[src/rtl/fp_add_issue.sv]
// Issue/capture controller for the fixed-latency, non-stallable fp_add pipeline.
// Optional perf counters (perf_issued, perf_stall) are enabled with FP_ADD_ISSUE_PERF_EN.
module fp_add_issue #(
    parameter int LATENCY    = 11,
    parameter int TAG_W      = 4,
    parameter int FIFO_DEPTH = 16
) (
    input  logic             clock,
    input  logic             reset_n,
    input  logic             req_valid,
    output logic             req_ready,
    input  logic [31:0]      req_a,
    input  logic [31:0]      req_b,
    input  logic [TAG_W-1:0] req_tag,
    output logic [31:0]      fp_dataa,
    output logic [31:0]      fp_datab,
    input  logic [31:0]      fp_result,
    output logic             rsp_valid,
    input  logic             rsp_ready,
    output logic [31:0]      rsp_result,
    output logic [TAG_W-1:0] rsp_tag,
    output logic             busy
`ifdef FP_ADD_ISSUE_PERF_EN
    ,
    output logic [31:0]      perf_issued,
    output logic [31:0]      perf_stall
`endif
);

    localparam int PTR_W   = (FIFO_DEPTH > 1) ? $clog2(FIFO_DEPTH) : 1;
    localparam int CNT_W   = $clog2(FIFO_DEPTH + 1);
    localparam int INF_W   = $clog2(LATENCY + 1);
    localparam int ENTRY_W = 32 + TAG_W;

    // Both channels: a transfer happens on a clock edge where valid and ready are
    // both high; ready never looks at valid, and valid never waits on ready.
    logic                fire;
    logic                capture;
    logic                pop;
    logic [LATENCY-1:0]  pipe_valid;
    logic [TAG_W-1:0]    pipe_tag [LATENCY];
    logic [ENTRY_W-1:0]  mem [FIFO_DEPTH];
    logic [PTR_W-1:0]    wr_ptr;
    logic [PTR_W-1:0]    rd_ptr;
    logic [CNT_W-1:0]    fifo_count;
    logic [INF_W-1:0]    inflight;
    logic [31:0]         used;

    function automatic logic [PTR_W-1:0] ptr_inc(input logic [PTR_W-1:0] p);
        return (p == PTR_W'(FIFO_DEPTH - 1)) ? '0 : p + PTR_W'(1);
    endfunction

    // A request is only accepted when a FIFO slot is reserved for its result.
    assign used      = 32'(fifo_count) + 32'(inflight);
    assign req_ready = (used < 32'(FIFO_DEPTH));
    assign fire      = req_valid & req_ready;
    assign fp_dataa  = req_a;
    assign fp_datab  = req_b;
    assign capture   = pipe_valid[LATENCY-1];
    assign rsp_valid = (fifo_count != '0);
    assign pop       = rsp_valid & rsp_ready;
    assign busy      = (inflight != '0) | rsp_valid;
    assign {rsp_result, rsp_tag} = rsp_valid ? mem[rd_ptr] : '0;

    always_ff @(posedge clock or negedge reset_n) begin
        if (!reset_n) begin
            pipe_valid <= '0;
        end else begin
            pipe_valid[0] <= fire;
            for (int i = 1; i < LATENCY; i++) begin
                pipe_valid[i] <= pipe_valid[i-1];
            end
        end
    end

    // Tags need no reset: they are only consumed when the matching valid bit is set.
    always_ff @(posedge clock) begin
        pipe_tag[0] <= req_tag;
        for (int i = 1; i < LATENCY; i++) begin
            pipe_tag[i] <= pipe_tag[i-1];
        end
        if (capture) begin
            mem[wr_ptr] <= {fp_result, pipe_tag[LATENCY-1]};
        end
    end

    always_ff @(posedge clock or negedge reset_n) begin
        if (!reset_n) begin
            wr_ptr     <= '0;
            rd_ptr     <= '0;
            fifo_count <= '0;
            inflight   <= '0;
        end else begin
            if (capture) wr_ptr <= ptr_inc(wr_ptr);
            if (pop)     rd_ptr <= ptr_inc(rd_ptr);
            if (capture && !pop)      fifo_count <= fifo_count + CNT_W'(1);
            else if (pop && !capture) fifo_count <= fifo_count - CNT_W'(1);
            if (fire && !capture)      inflight <= inflight + INF_W'(1);
            else if (capture && !fire) inflight <= inflight - INF_W'(1);
        end
    end

    no_push_when_full: assert property (@(posedge clock) disable iff (!reset_n)
        !(capture && fifo_count == CNT_W'(FIFO_DEPTH)));

`ifdef FP_ADD_ISSUE_PERF_EN
    always_ff @(posedge clock or negedge reset_n) begin
        if (!reset_n) begin
            perf_issued <= '0;
            perf_stall  <= '0;
        end else begin
            if (fire && perf_issued != 32'hFFFF_FFFF)
                perf_issued <= perf_issued + 32'd1;
            if (req_valid && !req_ready && perf_stall != 32'hFFFF_FFFF)
                perf_stall <= perf_stall + 32'd1;
        end
    end
`endif

endmodule

[config.mk]
export PLATFORM = sky130hd
export DESIGN_NAME = fp_add_issue
export DESIGN_NICKNAME = d
export VERILOG_FILES = /design/src/rtl/fp_add_issue.sv
export SDC_FILE = /design/constraint.sdc
export NUM_CORES = 1
export LEC_CHECK = 0
export BUFFER_PORTS_ARGS = -buffer_cell sky130_fd_sc_hd__buf_4
export CORE_UTILIZATION = 45
export DETAILED_ROUTE_END_ITERATION = 8
export GPL_TIMING_DRIVEN = 0
export PLACE_DENSITY_LB_ADDON = 0.25
export SYNTH_ARGS = -nofsm -noshare
export SYNTH_HDL_FRONTEND = slang
export SYNTH_SLANG_ARGS = --single-unit
[constraint.sdc]
create_clock -name clock -period 6.6 [get_ports clock]
set_input_delay 0.66 -clock clock [delete_from_list [all_inputs] [get_ports clock]]
set_output_delay 0.66 -clock clock [all_outputs]
set_load 0.05 [all_outputs]
==> summary.md, run 1 <==
| Metric | Value |
|---|---|
| CTS clk-pin slew, worst paths | 0.06 ns |
| Initial Util | 0.458 |
| Routability congestion estimate | slightly above 0.7 |
| Num ports | around 210 |
| Most used flip-flop cell after synthesis | edfxtp_1 |
| Worst IR Drop VDD | 0.383 mV |
| Critical path launch point type | register |
| Power per unit of standard cell area | about 450 nW/um^2 |
| Multi-input combinational cell area | around 5200 sq um |
| TritonCTS Buffers | between 60 and 70 |
| Number of synthesized flops with an enable pin | roughly 580 |
| H-tree Lvls | 3 |
| Die Ht | around 240 um |
| Dominant cell by count in the synthesized netlist | edfxtp_1 |
| Unique cell type count in the Yosys netlist | 35 |
| Number of warning messages in the yosys log | 0 |
| Horizontal die dimension | ~240 um |
| Netlist Area Pre-Place | roughly 25,000 sq um |
| Layout Nets | ~1,600 |
| Clock tree from TritonCTS | done |
| Data arrival time of the critical path | roughly 3.4 ns |
| Finish-stage setup viols | 0 |
| Area inside the core boundary | about 54,000 sq um |
| Register bit count reported by yosys | 648 |
| Wire length of the first global-routing pass | about 80 mm |
| Global-route usage over all layers | 0.199 |
| Area occupied by registers | 18,900 sq um |
| Worst-skew pair later-pin latency | 0.59 ns |
| Count of antenna-violating nets left after detailed routing | 0 |
| Area growth syn-to-layout | 18.5% |
| Most numerous cell types in the synthesized netlist | edfxtp_1 (576), mux4_2 (144), nand3_1 (112), buf_4 (73), nand2_1 (54) |
| Number of buffers on the longest clock path | 3 |
| Worst slew pin tran | roughly 1.1 ns |
| Part of the Yosys area used for sequential elements | 0.762 |
| Sinks on the clock net | ~650 |
| Setup repair after global routing missed its margin | false |
| Cell count of the worst hold path | 1 |
| Routed via count | 12,400 |
| Kind of capture point of the worst setup path | primary output |
| Die ar. | 56,000 sq um |
| Final Slew Violations | 0 |
| HPWL Detailed | 34.6 mm |
| Critical path data required time | 5.94 ns |
| Number of nets produced by synthesis | between 1,000 and 1,500 |
| Main area contributors after synthesis | edfxtp_1 (70%), mux4_2 (13%), dfxtp_1 (3.6%), dfrtp_1 (2.8%), nand3_1 (2.3%) |
| Final hold violation count | 0 |
| Proportion of synthesized flip-flops having asynchronous set or reset | 0.0432 |
| Detailed-routing iteration count for the pre-antenna-repair pass | 5 |
| Starting DRC count in detailed routing | around 940 |
| Total wire length | roughly 55 mm |
| Detail-routed via count per cell | around 5.6 |
| Buffers inserted during post-CTS setup optimization | 0 |
| Root Buffer | clkbuf_16 |
| Average cell area after synthesis | a little over 20 sq um |
| Number of remaining DRC errors | 0 |
| Setup TNS | 0 ns |
| Number of input and output port buffers inserted | roughly 140 |
| Wire per inst | 24.8 um |
| Maximum net fanout on the critical path | 10 |
| Hold slack | 0.171 ns |
| Total leakage power | about 9.9 nW |
| GRT overflow | 0 |
| Skew final | between 0.01 and 0.015 ns |
| Final critical delay including setup and external delays | roughly 4 ns |
| Result of the run | finished clean |
| Share of layout cells above drive strength 1 | 0.360 |
| Max_cap viols | 0 |
| Number of global-route vias before repair | around 13,000 |
| Final cycle utilization of the critical path | 0.612 |
| Fill cells | approximately 4,200 |
| Largest net degree at the start of global routing | 29 |
| Type of the setup path with the least slack | reg2out |
| Cell count after synthesis | between 1,000 and 1,500 |
| Max frequency | 247 MHz |
| Antenna violations before repair | 3 |
| Floorplan row count | 85 |
| Register-to-Register Path Depth | 11 |
| Slew HR | 0.274 |
| Synth top area share | 0.698 |
| Most area-hungry cell type in the Yosys netlist | edfxtp_1 |
| Worst hold-check path type | in2reg |
-- layer usage --
layer  track usage  routed length, um
met5             0                 31
met3        0.0395               3290
met1         0.276              23500
met2         0.318              26300
met4        0.0612               1470
-- registers in the layout (all words and copies together) (netlist names) --
| signal | cells |
|---|---|
| pipe_valid | 11 |
| fifo_count | 5 |
| inflight | 4 |
| mem | 576 |
| wr_ptr | 4 |
| pipe_tag | 44 |
| rd_ptr | 4 |
-- final timing paths --
check / to / slack (ns) / startpoint
max reg2reg: inflight[3] / 3.29 / fifo_count[1]
max in group asynchronous: rd_ptr[2] / 5.79 / reset_n
min in group asynchronous: inflight[2] / 0.54 / reset_n
min: pipe_tag[0][3] / 0.17 / req_tag[3]
min reg2reg: pipe_tag[7][0] / 0.32 / pipe_tag[6][0]
max: rsp_result[16] / 2.56 / fifo_count[0]
-- cell usage in the layout, fill, tap and decap left out, drive strengths merged, types with 3 or more instances in the layout --
master    count
and2          3
a2111oi       3
mux2         39
ha           15
a21oi         5
o21ai        11
dfxtp        44
clkinv       19
nor3         10
edfxtp      576
buf         263
nand3       112
inv           9
clkbuf      121
dfrtp        28
a21o          4
clkinvlp      3
nand2        54
nor2         13
xnor2         6
o31ai         3
bufinv        3
mux4        144
-- critical path, stage by stage, from the launching register on --
cell and delay [ns]:
dfrtp_1 0.46, nor4_2 0.14, a21oi_1 0.88, clkbuf_1 0.68
nand2_1 0.21, nand3_1 0.20, buf_4 0.22
-- what timing repair did --
item / in CTS / in global routing
endpoints found under the hold margin: 28 / 0
gates resized for setup: 0 / 0
hold buffers: 1 / 0
-- cell type report --
class / count / share of cell area
well taps: 696 / 0.0296
clock buffers: 89 / 0.0631
flip-flops and latches: 648 / 0.643
diodes: 1 / 0.0000852
repair buffers: 172 / 0.0523
multi-input cells: 435 / 0.177
plain buffers: 124 / 0.0270
clock inverters: 28 / 0.00745
inverters: 6 / 0.000767
-- cell families after synthesis --
kind of cell / share of synthesized area
flip-flops: 0.762
multiplexers: 0.149
adder cells (fa/ha/maj): 0.00919
XOR/XNOR: 0.00247
AO/OA/AOI/OAI: 0.00742
AND/OR/NAND/NOR: 0.0371
buffers and inverters: 0.0329
-- stage by stage --
step	area (sq um)	cells	utilization	power (mW)	setup slack [ns]
floorplan	24800	1213	-	8.24	1.43
global placement	26700	2051	0.494	9.62	0.0470
detailed placement	27300	2080	0.504	9.73	3.19
CTS	29400	2198	0.543	13.3	2.53
global route	29400	2198	0.543	13.7	2.46
finish	29400	2199	0.543	13.2	2.56
-- where the power goes --
group	switching [mW]	internal [mW]	leakage, nW
registers	0.122	4.78	5.91
clock network	1.50	2.09	1.00
logic	2.87	1.81	3.02
No activity file was read; power rests on OpenSTA's default activity.
==> run 2, diff against run 1 <==
Clock period 6.6 ns to 4.2 ns, I/O delays scaled along.
==> run 2 against run 1 <==
First-iteration DRC count shrank 3.5%. Sequential share of layout area shrank 0.21 points. Clock power increased by 58%. Critical path depth is 1 higher. Worst setup slack got worse by 2.1 ns. Hold slack worse by 0.036 ns. Clock-buffer cell count down 1. Core utilization grew 0.18 points.
==> summary.md, run 2 (same netlist as run 1, synthesis figures left out) <==
| Metric | Value |
|---|---|
| Result of the run | finished clean (unchanged) |
| Final hold violation count | 0 (unchanged) |
| Final Slew Violations | 0 (unchanged) |
| Number of remaining DRC errors | 0 (unchanged) |
| Most frequent cells in the layout | edfxtp_1 (576), buf_4 (215), mux4_2 (144) (was edfxtp_1 (576), buf_4 (218), mux4_2 (144)) |
| Power per unit of standard cell area | 703 nW/um^2 (was 448 nW/um^2) |
| Ant diodes | 0 (was 1) |
| Final critical delay including setup and external delays | ~3.7 ns |
| Routability congestion estimate | 0.760 (was 0.718) |
| HPWL Detailed | 34.9 mm (was 34.6 mm) |
| Internal power component | 13.7 mW (was 8.68 mW) |
| Kind of capture point of the worst setup path | primary output (unchanged) |
| Largest regs | mem (576), pipe_tag (44), pipe_valid (11) (unchanged) |
| Largest net degree at the start of global routing | 29 (unchanged) |
| Clock tree from TritonCTS | done (unchanged) |
| CTS clk-pin slew, worst paths | 0.06 ns (about the same) |
| Area growth syn-to-layout | 18.9% (was 18.5%) |
| Commonest non-fill, non-tap cell in the layout | edfxtp_1 (unchanged) |
| Die ar. | 56,000 sq um (unchanged) |
| Slew HR | 0.319 (was 0.274) |
| Total wire length | 53.2 mm (was 54.6 mm) |
| Worst IR Drop VDD | 0.443 mV (was 0.383 mV) |
| Horizontal die dimension | 237 um (unchanged) |
| Post-layout util | 0.545 (was 0.543) |
| Global-route usage over all layers | 0.194 (was 0.199) |
| H-tree Lvls | 3 (unchanged) |
| Critical path's largest stage delay | 0.61 ns (was 0.88 ns) |
| Layout Nets | 1,580 (was 1,575) |
| Net switching fraction of the power | 0.340 (was 0.341) |
| Wire per inst | 24.1 um (was 24.8 um) |
| Number of global-route vias before repair | 12,700 (was 12,600) |
| Worst hold-check path type | in2reg (unchanged) |
| Final cycle utilization of the critical path | 0.887 |
| Worst slew pin tran | 1.02 ns (was 1.09 ns) |
| Worst-skew pair later-pin latency | 0.58 ns (was 0.59 ns) |
| Floorplan row count | 85 (unchanged) |
| Sinks on the clock net | 648 (unchanged) |
| Maximum net fanout on the critical path | 10 (unchanged) |
| Buffers inserted during post-CTS setup optimization | 0 (unchanged) |
| Num ports | 207 (unchanged) |
| Number of flip-flops in the largest register | 576 (unchanged) |
| Power spent charging and discharging nets | 7.04 mW (was 4.50 mW) |
| Max_cap viols | 0 (unchanged) |
| Critical path data required time | 3.78 ns (was 5.94 ns) |
| Share of layout cells above drive strength 1 | 0.363 (was 0.360) |
| Finish-stage setup viols | 0 (unchanged) |
| Sequential Power Share | 0.372 (about the same) |
| Initial Util | 0.458 (unchanged) |
| Count of antenna-violating nets left after detailed routing | 0 (unchanged) |
| GRT overflow | 0 (unchanged) |
| Total leakage power | 10.0 nW (was 9.93 nW) |
| Die Ht | 237 um (unchanged) |
| Max frequency | 268 MHz |
| Setup repair after global routing missed its margin | false (unchanged) |
| Count of instances resized after the clock tree is built | 0 (unchanged) |
| Antenna violations before repair | 0 (was 3) |
| Critical path launch point type | register (unchanged) |
| Worst path cell trace | nor4_2, nand2_1, clkbuf_1, clkbuf_1, nand3_1, nand3_1, buf_4 (was nor4_2, a21oi_1, clkbuf_1, nand2_1, nand3_1, buf_4) |
| Area inside the core boundary | 54,100 sq um (unchanged) |
| Starting DRC count in detailed routing | 909 (was 942) |
| Setup TNS | 0 ns (unchanged) |
| Standard cell with the maximum stage delay on the critical path | nor4_2 (was a21oi_1) |
| Data arrival time of the critical path | 3.31 ns (was 3.38 ns) |
| Combinational cell fraction of total power | 0.354 (was 0.355) |
| Post-CTS Hold Fix Bufs | 5 (was 1) |
| Detailed-routing iteration count for the pre-antenna-repair pass | 5 (unchanged) |
| TritonCTS Buffers | 66 (was 67) |
| Skew final | 0.0232 ns (was 0.0138 ns) |
| Routed via count | 12,400 (about the same) |
| Type of the setup path with the least slack | reg2out (unchanged) |
| Wire length of the first global-routing pass | 79.7 mm (was 80.6 mm) |
| Number of input and output port buffers inserted | 142 (unchanged) |
| Root Buffer | clkbuf_16 (unchanged) |
| Detail-routed via count per cell | 5.61 (was 5.64) |
| Number of buffers on the longest clock path | 3 (unchanged) |
| Part of the total power dissipated in the clock network | 0.274 (was 0.273) |
| Register with the highest flop count | mem (unchanged) |
-- run 2: layout make-up --
class	instances	area [sq um]
well taps	696	871
multi-input cells	435	5210
plain buffers	124	792
inverters	6	22.5
repair buffers	178	1610
fillers	4159	24700
flip-flops and latches	648	18900
clock buffers	88	1880
clock inverters	30	214
-- run 2: worst max-delay path: cells and delay by family, from the launching register on --
kind,cells,cell delay [ns]
buffers and inverters,3,1.06
and+or+nand+nor,4,1.18
DFF,1,0.46
-- run 2: through the flow --
step           setup WS (ns)  std cells  instance area (sq um)  power (mW)  hold WS (ns)
5_1_grt                0.350       2205                  29500        21.6         0.117
2_1_floorplan          0.471       1213                  24800        13.0         0.124
3_5_place_dp            1.01       2082                  27300        15.3         0.312
4_1_cts                0.373       2205                  29500        21.0         0.101
6_report               0.473       2205                  29500        20.7         0.134
3_3_place_gp           -2.42       2051                  26700        15.1         0.311
-- run 2: power groups by stage --
stage          logic, mW  registers [mW]  clock network, mW
3_3_place_gp        7.24            7.86                  0
2_1_floorplan       5.17            7.79                  0
4_1_cts             7.51            7.71               5.80
3_5_place_dp        7.46            7.84                  0
5_1_grt             7.85            7.75               6.03
6_report            7.35            7.71               5.68
-- run 2: final timing paths --
check	start	to	slack [ns]	cells past startpoint
min reg2reg	pipe_tag[8][3]	pipe_tag[9][3]	0.30	0
max reg2reg	fifo_count[1]	inflight[3]	0.99	11
max	fifo_count[0]	rsp_result[31]	0.47	7
min	fp_result[1]	mem[11][5]	0.13	1
min in group asynchronous	reset_n	fifo_count[1]	0.30	2
max in group asynchronous	reset_n	rd_ptr[3]	3.60	2
-- run 2: layer usage --
layer  vias to the layer above  global-route usage  share of wire
met5                         -                   0              0
met4                         0              0.0571          0.019
met3                        80              0.0331          0.064
met2                       464               0.321           0.50
met1                      6485               0.265           0.42
li1                       5332                   -              -
